**src/rtl/count_sequencer.sv**
```systemverilog
// rtl/count_sequencer.sv - timed count run controller for the rate-divider/display-counter datapath
// Latches period select, start and terminal values on start and steps count once per divided period.
module count_sequencer #(
  parameter int DIV_W = 28,
  parameter int CNT_W = 4,
  parameter int P0    = 0,
  parameter int P1    = 49999999,
  parameter int P2    = 99999999,
  parameter int P3    = 199999999
) (
  input  logic             clk,
  input  logic             reset_n,
  input  logic             start,
  input  logic             pause,
  input  logic             abort,
  input  logic [1:0]       freq_sel,
  input  logic [CNT_W-1:0] load_val,
  input  logic [CNT_W-1:0] limit,
  output logic [CNT_W-1:0] count,
  output logic             tick,
  output logic [1:0]       state,
  output logic             done
);

  localparam logic [1:0] S_IDLE  = 2'b00;
  localparam logic [1:0] S_RUN   = 2'b01;
  localparam logic [1:0] S_PAUSE = 2'b10;
  localparam logic [1:0] S_DONE  = 2'b11;

  logic [DIV_W-1:0] div;
  logic [1:0]       sel_q;
  logic [CNT_W-1:0] lim_q;
  logic [CNT_W-1:0] count_inc;

  function automatic logic [DIV_W-1:0] reload(input logic [1:0] s);
    case (s)
      2'b00:   reload = DIV_W'(P0);
      2'b01:   reload = DIV_W'(P1);
      2'b10:   reload = DIV_W'(P2);
      default: reload = DIV_W'(P3);
    endcase
  endfunction

  assign count_inc = count + CNT_W'(1);
  assign done      = (state == S_DONE);

  always_ff @(posedge clk or negedge reset_n) begin
    if (!reset_n) begin
      state <= S_IDLE;
      count <= '0;
      tick  <= 1'b0;
      div   <= '0;
      sel_q <= '0;
      lim_q <= '0;
    end else begin
      tick <= 1'b0;
      if (abort) begin
        state <= S_IDLE;
        count <= '0;
        div   <= '0;
      end else begin
        case (state)
          // pause outranks start, so a held pause also blocks a (re)start
          S_IDLE, S_DONE: begin
            if (!pause && start) begin
              count <= load_val;
              lim_q <= limit;
              sel_q <= freq_sel;
              div   <= reload(freq_sel);
              state <= (load_val == limit) ? S_DONE : S_RUN;
            end
          end
          S_RUN: begin
            if (pause) begin
              state <= S_PAUSE;
            end else if (div != '0) begin
              div <= div - DIV_W'(1);
            end else begin
              div   <= reload(sel_q);
              count <= count_inc;
              tick  <= 1'b1;
              if (count_inc == lim_q) state <= S_DONE;
            end
          end
          // resume leaves div untouched so the interrupted period completes exactly
          S_PAUSE: begin
            if (!pause) state <= S_RUN;
          end
          default: state <= S_IDLE;
        endcase
      end
    end
  end

endmodule

```
**config.mk**
```make
export PLATFORM = sky130hd
export DESIGN_NAME = count_sequencer
export DESIGN_NICKNAME = d
export VERILOG_FILES = /design/src/rtl/count_sequencer.sv
export SDC_FILE = /design/constraint.sdc
export NUM_CORES = 1
export LEC_CHECK = 0
export BUFFER_PORTS_ARGS = -buffer_cell sky130_fd_sc_hd__buf_2
export CORE_MARGIN = 1
export CORE_UTILIZATION = 65
export CTS_BUF_LIST = sky130_fd_sc_hd__clkbuf_8 sky130_fd_sc_hd__clkbuf_16
export DETAILED_ROUTE_END_ITERATION = 12
export MAX_ROUTING_LAYER = met4
export PLACE_DENSITY = 0.86
export SYNTH_ARGS = -nofsm -noshare
export SYNTH_HDL_FRONTEND = slang
export SYNTH_SLANG_ARGS = --single-unit
```
**constraint.sdc**
```tcl
create_clock -name clk -period 4 [get_ports clk]
set_input_delay 0.4 -clock clk [delete_from_list [all_inputs] [get_ports clk]]
set_output_delay 0.4 -clock clk [all_outputs]
set_load 0.05 [all_outputs]
```
Yosys cells after proc, flatten, opt, wreduce, memory -nomap -nowiden. Cells that the tools add are included.

Word-level logic and storage cells: 60. Output and inout bits: 8. Register bits: 41.

Add/sub/neg operators: 2. Reductions and logical operators: 12. Bitwise gates (word level): 1. Equal/unequal tests: 15. Mux-type cells: 24.

Operators with widths (count): 28-bit one-hot mux with 3 select lines (2); 28-bit two-way mux (4); 28-bit one-hot mux with 2 select lines (1); 28-bit nonzero test (1); 28-bit by 1-bit subtractor with 28-bit output, second input constant (1); 4-bit two-way mux (4); 2-bit two-way mux (7); 3-bit inequality test, second input constant (4); 2-bit equality test, second input constant (4); 4-bit equality test (2); 4-bit inequality test, second input constant (2); 4-bit one-hot mux with 2 select lines (1); 4-bit AND reduction (2); 2-bit by 1-bit equality test with 1-bit output, second input constant (3); 2-bit logical NOT (3); 2-bit one-hot mux with 3 select lines (1); 3-bit AND reduction (2); 4-bit by 1-bit adder with 4-bit output, second input constant (1); 1-bit two-way mux (4); 3-bit nonzero test (1); 2-bit OR reduction (1); 1-bit logical AND (1); 1-bit logical NOT (1); 1-bit NOT (1).

Logic depth before layout (Yosys ltp). Gate-level depths: netlist of run 1.

Depth after elaboration: 7. Mapped depth: 9.

Worst setup path after synthesis of run 1. No wires, ideal clock.

Path type: register -> register. From: reg state[0]. To: reg div[7]. Stages on the path, launching flop included: 9. Library setup time: 116 ps. Required time: 3884 ps. Path buffers: 2. Arrival: 2596 ps. Path slack: 1288 ps. Cells stage by stage: dfrtp_1 -> inv_1 -> ha_1 -> clkbuf_1 -> mux2_2 -> a21oi_1 -> clkbuf_1 -> o21ai_0 -> o311ai_0.

Cells in the longest elaborated chain, start to end: 4. Elaborated cells on any way between the ends: 10. Classes of those cells: 4 x eq/ne; 2 x mux; 4 x reduce/logical.

Ends and longest elaborated chain: from (decl) (RTL line 21) `output logic [1:0] state,`; from (signal assigned) (RTL line 70) `state <= (load_val == limit) ? S_DONE : S_RUN;`; 2-bit equality test / 2-bit logical NOT (equally long branches) (RTL line 62) `case (state)`; 2-bit OR reduction (RTL line 62); 3-bit inequality test (no source line), or another cell as far along; 3-bit AND reduction (no source line) / 28-bit two-way mux (equally long branches); to (signal assigned) (RTL line 69) `div <= reload(freq_sel);`; to (signal assigned) (RTL line 77) `div <= div - DIV_W'(1);`; to (signal assigned) (RTL line 79) `div <= reload(sel_q);`; to (decl) (RTL line 30) `logic [DIV_W-1:0] div;`.

Several ways; a longest one is shown, not always the timed one. A chain may end at the register's enable or synchronous reset.

Worst setup path in the final report of run 1.
From: reg state[1]. To: reg div[19].

The elaborated chain is that of the path after synthesis.

==> results of run 1 <==
==> per-layer routing <==
| layer | part of all wire | track usage | wire length [um] | up-vias |
|---|---|---|---|---|
| li1 | - | - | - | 1330 |
| met1 | 0.44 | 0.498 | 3470 | 1326 |
| met2 | 0.45 | 0.513 | 3560 | 158 |
| met3 | 0.089 | 0.0534 | 700 | 27 |
| met4 | 0.020 | 0.107 | 154 | 0 |
| met5 | 0 | - | 0 | - |
==> cells by family after synthesis <==
logic type | share of synthesized area
AO/OA/AOI/OAI | 0.231
XOR/XNOR | 0.0407
adder cells (fa/ha/maj) | 0.0582
buffers and inverters | 0.0370
flip-flops | 0.341
multiplexers | 0.0399
AND/OR/NAND/NOR | 0.253
==> power by group through the flow <==
stage                     registers [uW]  clock network, uW  logic (uW)
after floorplan                      789                  0        1270
after global placement               756                  0        1730
after detailed placement             768                  0        1760
after CTS                            762                273        1770
after global routing                 792                288        1950
final                                765                272        1810
==> critical path, delay by kind of cell (launching register included) <==
kind / cells / cell delay, ns
muxes: 1 / 0.26
AOI/OAI and AO/OA: 3 / 0.83
DFF: 1 / 0.42
and+or+nand+nor: 1 / 0.67
buffers and inverters: 1 / 0.07
adders and majority gates: 1 / 0.71
==> final cells by class <==
type / instances / share of cell area
multi-input cells: 272 / 0.578
flip-flops and latches: 41 / 0.315
repair buffers: 26 / 0.0430
clock buffers: 6 / 0.0254
well taps: 52 / 0.0200
inverters: 15 / 0.0173
clock inverters: 1 / 0.00115
==> sequential cells by signal, indices dropped and copies added (netlist names) <==
register	flops
state	2
sel_q	2
count	4
lim_q	4
div	28
tick	1
==> stage by stage <==
stage,total power (uW),hold WS [ns],cell area [um^2]
2_1_floorplan,2060,0.104,3010
3_3_place_gp,2480,0.496,3170
3_5_place_dp,2530,0.513,3170
4_1_cts,2810,0.278,3260
5_1_grt,3030,0.336,3260
6_report,2850,0.243,3260
==> synth_stat cells, drive strengths merged (3+ instances only) <==
cell type | n | area [um^2]
a211oi | 3 | 22.5
a21oi | 14 | 81.3
a221o | 4 | 40.0
a22o | 6 | 52.6
a31oi | 3 | 18.8
and3 | 4 | 25.0
clkbuf | 12 | 45.0
dfrtp | 41 | 1030
ha | 14 | 175
inv | 15 | 56.3
mux2 | 8 | 90.1
mux2i | 3 | 30.0
nand2 | 29 | 111
nand2b | 4 | 25.0
nand3 | 11 | 55.1
nand4 | 7 | 50.1
nor2 | 32 | 120
nor3 | 18 | 90.1
nor4 | 10 | 126
nor4b | 3 | 32.5
o211ai | 9 | 67.6
o21a | 4 | 30.0
o21ai | 23 | 119
o311ai | 4 | 35.0
o31ai | 12 | 90.1
or3 | 3 | 18.8
or4 | 8 | 63.8
xnor2 | 10 | 87.6
xor2 | 4 | 35.0
==> path summary, 6_finish.rpt <==
check	start	end	slack, ns	cells after the start
max reg2reg	state[1]	div[19]	0.97	7
min reg2reg	div[13]	div[13]	0.53	2
min in group clk	limit[1]	lim_q[1]	0.37	2
max	state[1]	div[19]	0.97	7
max in group asynchronous	reset_n	div[24]	3.18	1
min	reset_n	div[26]	0.24	1
==> layout by cell type, fill, tap and decap left out, types with 7 or more instances in the layout <==
cell type / synthesis / final
dfrtp_1: 41 / 41
nor2_1: 32 / 32
nand2_1: 28 / 28
buf_2: 2 / 22
o21ai_0: 19 / 19
nor3_1: 18 / 18
inv_1: 15 / 16
ha_1: 14 / 14
a21oi_1: 13 / 12
o31ai_1: 12 / 12
nand3_1: 11 / 11
xnor2_1: 10 / 10
o211ai_1: 9 / 9
or4_1: 7 / 7
==> out/summary.txt, run 1 <==
Status: finished, final reports clean
Post-Syn Instances: 342
Most frequent CP cell: o31ai_1
Share of layout cells above drive strength 1: 0.152
Drt pass-1 iters: 5
Finished Core Util: 0.738
Post-cts sizing count: 0
Total net switching power: 1530 uW
Post-Route WL: 7.89 mm
Yosys cell types: 58
Iter 0 DRT Violations: 375
Final Cycle Share: 0.758
Via density: 6.88
Sequential share of power: 0.268
Syn_nets: 371
Maximum VDD drop: 0.000468 V
Mean post-synth cell area: 8.80 um^2
Power Internal: 1320 uW
# clock sinks: 41
Row cnt: 24
PnR worst setup slack: 0.968 ns
Worst endpoint data arrival time: 3.26 ns
H-tree levels: 2
CTS max path bufs: 2
Final setup TNS: 0 ns
Buffers added on ports: 22
TritonCTS Buffers: 5
Initial core utilization: 0.682
Hold crit path type: in -> async
RSZ-0062 raised after global routing: no
Setup Fix Bufs, Post-CTS: 0
Max Clock Skew: 0.00738 ns
Crit-path cells: inv_1 -> ha_1 -> mux2i_1 -> nor3_1 -> o31ai_1 -> o31ai_1 -> a22o_1
Synth Flop Type: dfrtp_1
Startpoint Class: register
Rel. slew slack: 0.382
Antenna viol nets, final: 0
DP HPWL: 5.83 mm
Pleak: 0.00141 uW
CTS tree: yes
Sw frac: 0.537
Final setup fails: 0
Vias in the first global route: 2670
Fraction of registers with async set/reset: 1.00
Register area: 0.00103 mm^2
Clock transition at path regs: 0.08 ns
Nets: 390
Worst path max stage delay: 0.71 ns
First-pass GRT wire length: 13.1 mm
Clock group share of total power: 0.095
Placed Cells incl. Taps: 406
Remaining global-route overflow: 0
Clock Latency Late Sink: 0.29 ns
Synth Register Bits: 41
Cell Pwr Density: 875 mW/mm^2
Final hold violation count: 0
Footprint of the multi-input gates: 0.00188 mm^2
Full die area: 0.00491 mm^2
WL per Instance: 19.1 um
Number of antenna violations at the first check in global routing: 0
Antenna Cells: 0
Hold_buf cts: 0
Logic pwr share: 0.636
Area grow syn2layout: 8.19%
Clock Tree Root: clkbuf_8
CP required: 4.23 ns
Total number of vias: 2841
Total I/O pin count: 23
Die Wd: 70.1 um
Mapped cell area: 0.00301 mm^2
Syn. warnings: 0
DRC Markers: 0
Critical Path Fanout Max: 25
Sequential share of the synthesized area: 0.341
WS Path Type: reg -> reg
Actual slew at the worst max-slew pin: 0.927 ns
Post-synth EDFFs: 0
CP max stage cell: ha_1
Maxcap violations: 0
CP Capture Type: register
GRT Resource Usage Total: 0.348
Die extent in y: 70.1 um
Pre-CTS setup slack: 1.09 ns
Min cycle time layout: 3.03 ns
Slew Viols, Final: 0
Core Area: 0.00441 mm^2
Final Non-Filler Cells: 413
Filler Cells Inserted: 328
Pin count of the biggest net entering global routing: 42
Fmax: 330 MHz
GPL Wtd Cong: 0.966
No activity file was read; power rests on OpenSTA's default activity.
==> inputs of run 2 (changes only) <==
--- a/config.mk
+++ b/config.mk
@@ -5,13 +5,14 @@
 export SDC_FILE = /design/constraint.sdc
 export NUM_CORES = 1
 export LEC_CHECK = 0
+export ABC_AREA = 1
 export BUFFER_PORTS_ARGS = -buffer_cell sky130_fd_sc_hd__buf_2
 export CORE_MARGIN = 1
-export CORE_UTILIZATION = 65
+export CORE_UTILIZATION = 55
 export CTS_BUF_LIST = sky130_fd_sc_hd__clkbuf_8 sky130_fd_sc_hd__clkbuf_16
 export DETAILED_ROUTE_END_ITERATION = 12
 export MAX_ROUTING_LAYER = met4
-export PLACE_DENSITY = 0.86
+export PLACE_DENSITY = 0.78
 export SYNTH_ARGS = -nofsm -noshare
 export SYNTH_HDL_FRONTEND = slang
 export SYNTH_SLANG_ARGS = --single-unit
==> constraint.sdc (replaced) <==
create_clock -name clk -period 2.65 [get_ports clk]
set_input_delay 0.265 -clock clk [delete_from_list [all_inputs] [get_ports clk]]
set_output_delay 0.265 -clock clk [all_outputs]
set_load 0.05 [all_outputs]
==> run 2 against run 1 <==
Against the previous run:
- total power is 50% higher
- synthesized area up 5.4%
- highest routed layer unchanged
- setup slack worse by 0.57 ns
- critical endpoint is now div[23]
==> out/summary.txt, run 2 <==
Hold crit path type: in -> async (unchanged)
RSZ-0062 raised after global routing: no (unchanged)
Most frequent cells in the layout: nand2_1 (142), nor2_1 (85), inv_1 (46) (was dfrtp_1 (41), nor2_1 (32), nand2_1 (28))
Worst endpoint data arrival time: 2.50 ns (was 3.26 ns)
Post-synthesis mux area share: 0.0107 (was 0.0399)
Die extent in y: 77.9 um (was 70.1 um)
Max reg flops: 28 (unchanged)
Setup Fix Bufs, Post-CTS: 0 (unchanged)
Iter 0 DRT Violations: 212 (was 375)
WS Path Type: reg -> reg (unchanged)
Area grow syn2layout: 8.64% (was 8.19%)
WL per Instance: 13.0 um (was 19.1 um)
GPL Wtd Cong: 0.887 (was 0.966)
Dominant cell type by area after synthesis: dfrtp_1 (unchanged)
Fraction of registers with async set/reset: 1.00 (unchanged)
Post-cts sizing count: 0 (unchanged)
Post-synth EDFFs: 0 (unchanged)
Clock Latency Late Sink: 0.31 ns (was 0.29 ns)
Critical Path Fanout Max: 25 (unchanged)
Number of antenna violations at the first check in global routing: 0 (unchanged)
Pin count of the biggest net entering global routing: 42 (unchanged)
Sequential share of the synthesized area: 0.323 (was 0.341)
Largest family of logic cells by synthesized area: simple AND/OR/NAND/NOR gates (unchanged)
Register area: 0.00103 mm^2 (unchanged)
Synth top area cells: dfrtp_1 (32%), nand2_1 (17%), nor2_1 (10%) (was dfrtp_1 (34%), ha_1 (5.8%), nor2_1 (4.0%))
Max Clock Skew: 0.00962 ns (was 0.00738 ns)
Count leader, synth: nand2_1 (was dfrtp_1)
Post-Syn Instances: 466 (was 342)
Synth Area in XOR/XNOR: 0.0442 (was 0.0407)
Clock group share of total power: 0.104 (was 0.095)
Antenna viol nets, final: 0 (unchanged)
DRC Markers: 0 (unchanged)
# clock sinks: 41 (unchanged)
Startpoint Class: register (unchanged)
Final setup fails: 0 (unchanged)
GRT Resource Usage Total: 0.270 (was 0.348)
Hold_buf cts: 0 (unchanged)
CTS tree: yes (unchanged)
Actual slew at the worst max-slew pin: 0.918 ns (was 0.927 ns)
H-tree levels: 2 (unchanged)
Share of layout cells above drive strength 1: 0.138 (was 0.152)
DP HPWL: 5.56 mm (was 5.83 mm)
Pleak: 0.00180 uW (was 0.00141 uW)
CTS max path bufs: 2 (unchanged)
Core Area: 0.00554 mm^2 (was 0.00441 mm^2)
Rel. slew slack: 0.388 (was 0.382)
Total net switching power: 2340 uW (was 1530 uW)
Total number of vias: 2975 (was 2841)
Nets: 520 (was 390)
Compound-gate portion of the synthesized area: 0.0465 (was 0.231)
Maximum VDD drop: 0.000802 V (was 0.000468 V)
Cell Area, Placed: 0.00335 mm^2 (was 0.00317 mm^2)
Die Wd: 77.9 um (was 70.1 um)
Logic pwr share: 0.605 (was 0.636)
Via density: 5.27 (was 6.88)
Final Cycle Share: 0.851 (was 0.758)
Filler Cells Inserted: 510 (was 328)
Total I/O pin count: 23 (unchanged)
Min cycle time layout: 2.26 ns (was 3.03 ns)
Finished Core Util: 0.622 (was 0.738)
Mean post-synth cell area: 6.81 um^2 (was 8.80 um^2)
Cell area after layout: 0.00345 mm^2 (was 0.00326 mm^2)
Initial core utilization: 0.572 (was 0.682)
Syn_nets: 495 (was 371)
Remaining global-route overflow: 0 (unchanged)
Sw frac: 0.549 (was 0.537)
Slew Viols, Final: 0 (unchanged)
Commonest non-fill, non-tap cell in the layout: nand2_1 (was dfrtp_1)
First-pass GRT wire length: 12.5 mm (was 13.1 mm)
Buffers added on ports: 22 (unchanged)
Clock Tree Root: clkbuf_8 (unchanged)
Largest regs: div (28), count (4), lim_q (4) (unchanged)
Mapped cell area: 0.00317 mm^2 (was 0.00301 mm^2)
Final hold violation count: 0 (unchanged)
CP Capture Type: register (unchanged)
Drt pass-1 iters: 5 (unchanged)
CP required: 2.89 ns (was 4.23 ns)
Sequential share of power: 0.291 (was 0.268)
Post-Synth Adder-Cell Area: 0.0552 (was 0.0582)
Synth Register Bits: 41 (unchanged)
Antenna Cells: 0 (unchanged)
Total power: 4270 uW (was 2850 uW)
Top post-synthesis cells by count: nand2_1 (142), nor2_1 (85), inv_1 (46), dfrtp_1 (41), nand3_1 (35) (was dfrtp_1 (41), nor2_1 (32), nand2_1 (28), o21ai_0 (19), nor3_1 (18))
TritonCTS Buffers: 5 (unchanged)
Synth Flop Type: dfrtp_1 (unchanged)
Synth Area in Simple Gates: 0.448 (was 0.253)
Clock transition at path regs: 0.09 ns (was 0.08 ns)
Top cell type's share of synthesized area: 0.323 (was 0.341)
Fmax: 443 MHz (was 330 MHz)
Syn. warnings: 0 (unchanged)
Footprint of the multi-input gates: 0.00192 mm^2 (was 0.00188 mm^2)
Vias in the first global route: 2723 (was 2670)
Final setup TNS: 0 ns (unchanged)
Full die area: 0.00607 mm^2 (was 0.00491 mm^2)
Post-Route WL: 7.35 mm (was 7.89 mm)
Yosys cell types: 31 (was 58)
Status: finished, final reports clean (unchanged)
Largest reg by FF count: div (unchanged)
Row cnt: 27 (was 24)
Power Internal: 1920 uW (was 1320 uW)
Cell Pwr Density: 1240 mW/mm^2 (was 875 mW/mm^2)
Maxcap violations: 0 (unchanged)
-- run 2: cell types whose count changed after synthesis, sizes merged, moves of 10 or more --
cell	delta
inv	+37
nand2	+120
nor4	-10
o31ai	-12
nor2	+64
nand3	+31
nor3	-18
-- run 2: logic make-up after synthesis --
kind of cell             after synthesis
flip-flops                            41
buffers and inverters                 57
adder cells (fa/ha/maj)               14
AO/OA/AOI/OAI                         28
AND/OR/NAND/NOR                      307
multiplexers                           3
XOR/XNOR                              16
-- run 2: worst max-delay path: stages, from the launching register on --
cell and delay, ns:
dfrtp_1 0.41, inv_1 0.06, ha_1 0.33, inv_1 0.09, nor2_1 0.05, o21ai_1 0.16
nand3_4 0.35, inv_6 0.21, nand2_4 0.09, nor2_4 0.11, nand2_4 0.10, inv_2 0.12
nand2_1 0.07, nand2_1 0.05
-- run 2: worst paths after layout --
kind | from | endpoint | slack [ns] | depth (start not counted)
max in group asynchronous | reset_n | div[8] | 1.98 | 1
min in group clk | limit[1] | lim_q[1] | 0.22 | 2
hold reg to reg | div[0] | div[0] | 0.51 | 2
hold / removal | reset_n | div[10] | 0.08 | 1
setup reg to reg | state[0] | div[23] | 0.39 | 13
setup / recovery | state[0] | div[23] | 0.39 | 13
-- run 2: layout make-up --
cell class / count / area share
sequential: 41 / 0.298
multi-input combinational: 368 / 0.557
clock buffer: 5 / 0.0200
inverter: 52 / 0.0581
clock inverter: 3 / 0.00726
tap: 72 / 0.0261
timing repair buffer: 23 / 0.0341
-- run 2: per-stage QoR --
step           worst slack, ns  hold slack [ns]  cells
2_1_floorplan            0.563          -0.0306    466
3_3_place_gp             0.485            0.458    556
3_5_place_dp             0.428            0.464    556
4_1_cts                  0.401            0.122    564
5_1_grt                  0.163            0.171    564
6_report                 0.394           0.0831    564
-- run 2: power by group through the flow --
stage / Sequential, uW / Clock (uW) / Combinational, uW
final: 1240 / 443 / 2580
after detailed placement: 1240 / 0 / 2560
after floorplan: 1270 / 0 / 1970
after CTS: 1230 / 451 / 2570
after global routing: 1270 / 480 / 2930
after global placement: 1230 / 0 / 2510
-- run 2: per-layer routing --
| layer | GRT usage | vias to the layer above | share of wire |
|---|---|---|---|
| li1 | - | 1510 | - |
| met1 | 0.368 | 1387 | 0.48 |
| met2 | 0.419 | 65 | 0.46 |
| met3 | 0.0388 | 13 | 0.045 |
| met4 | 0.0796 | 0 | 0.018 |
| met5 | - | - | 0 |
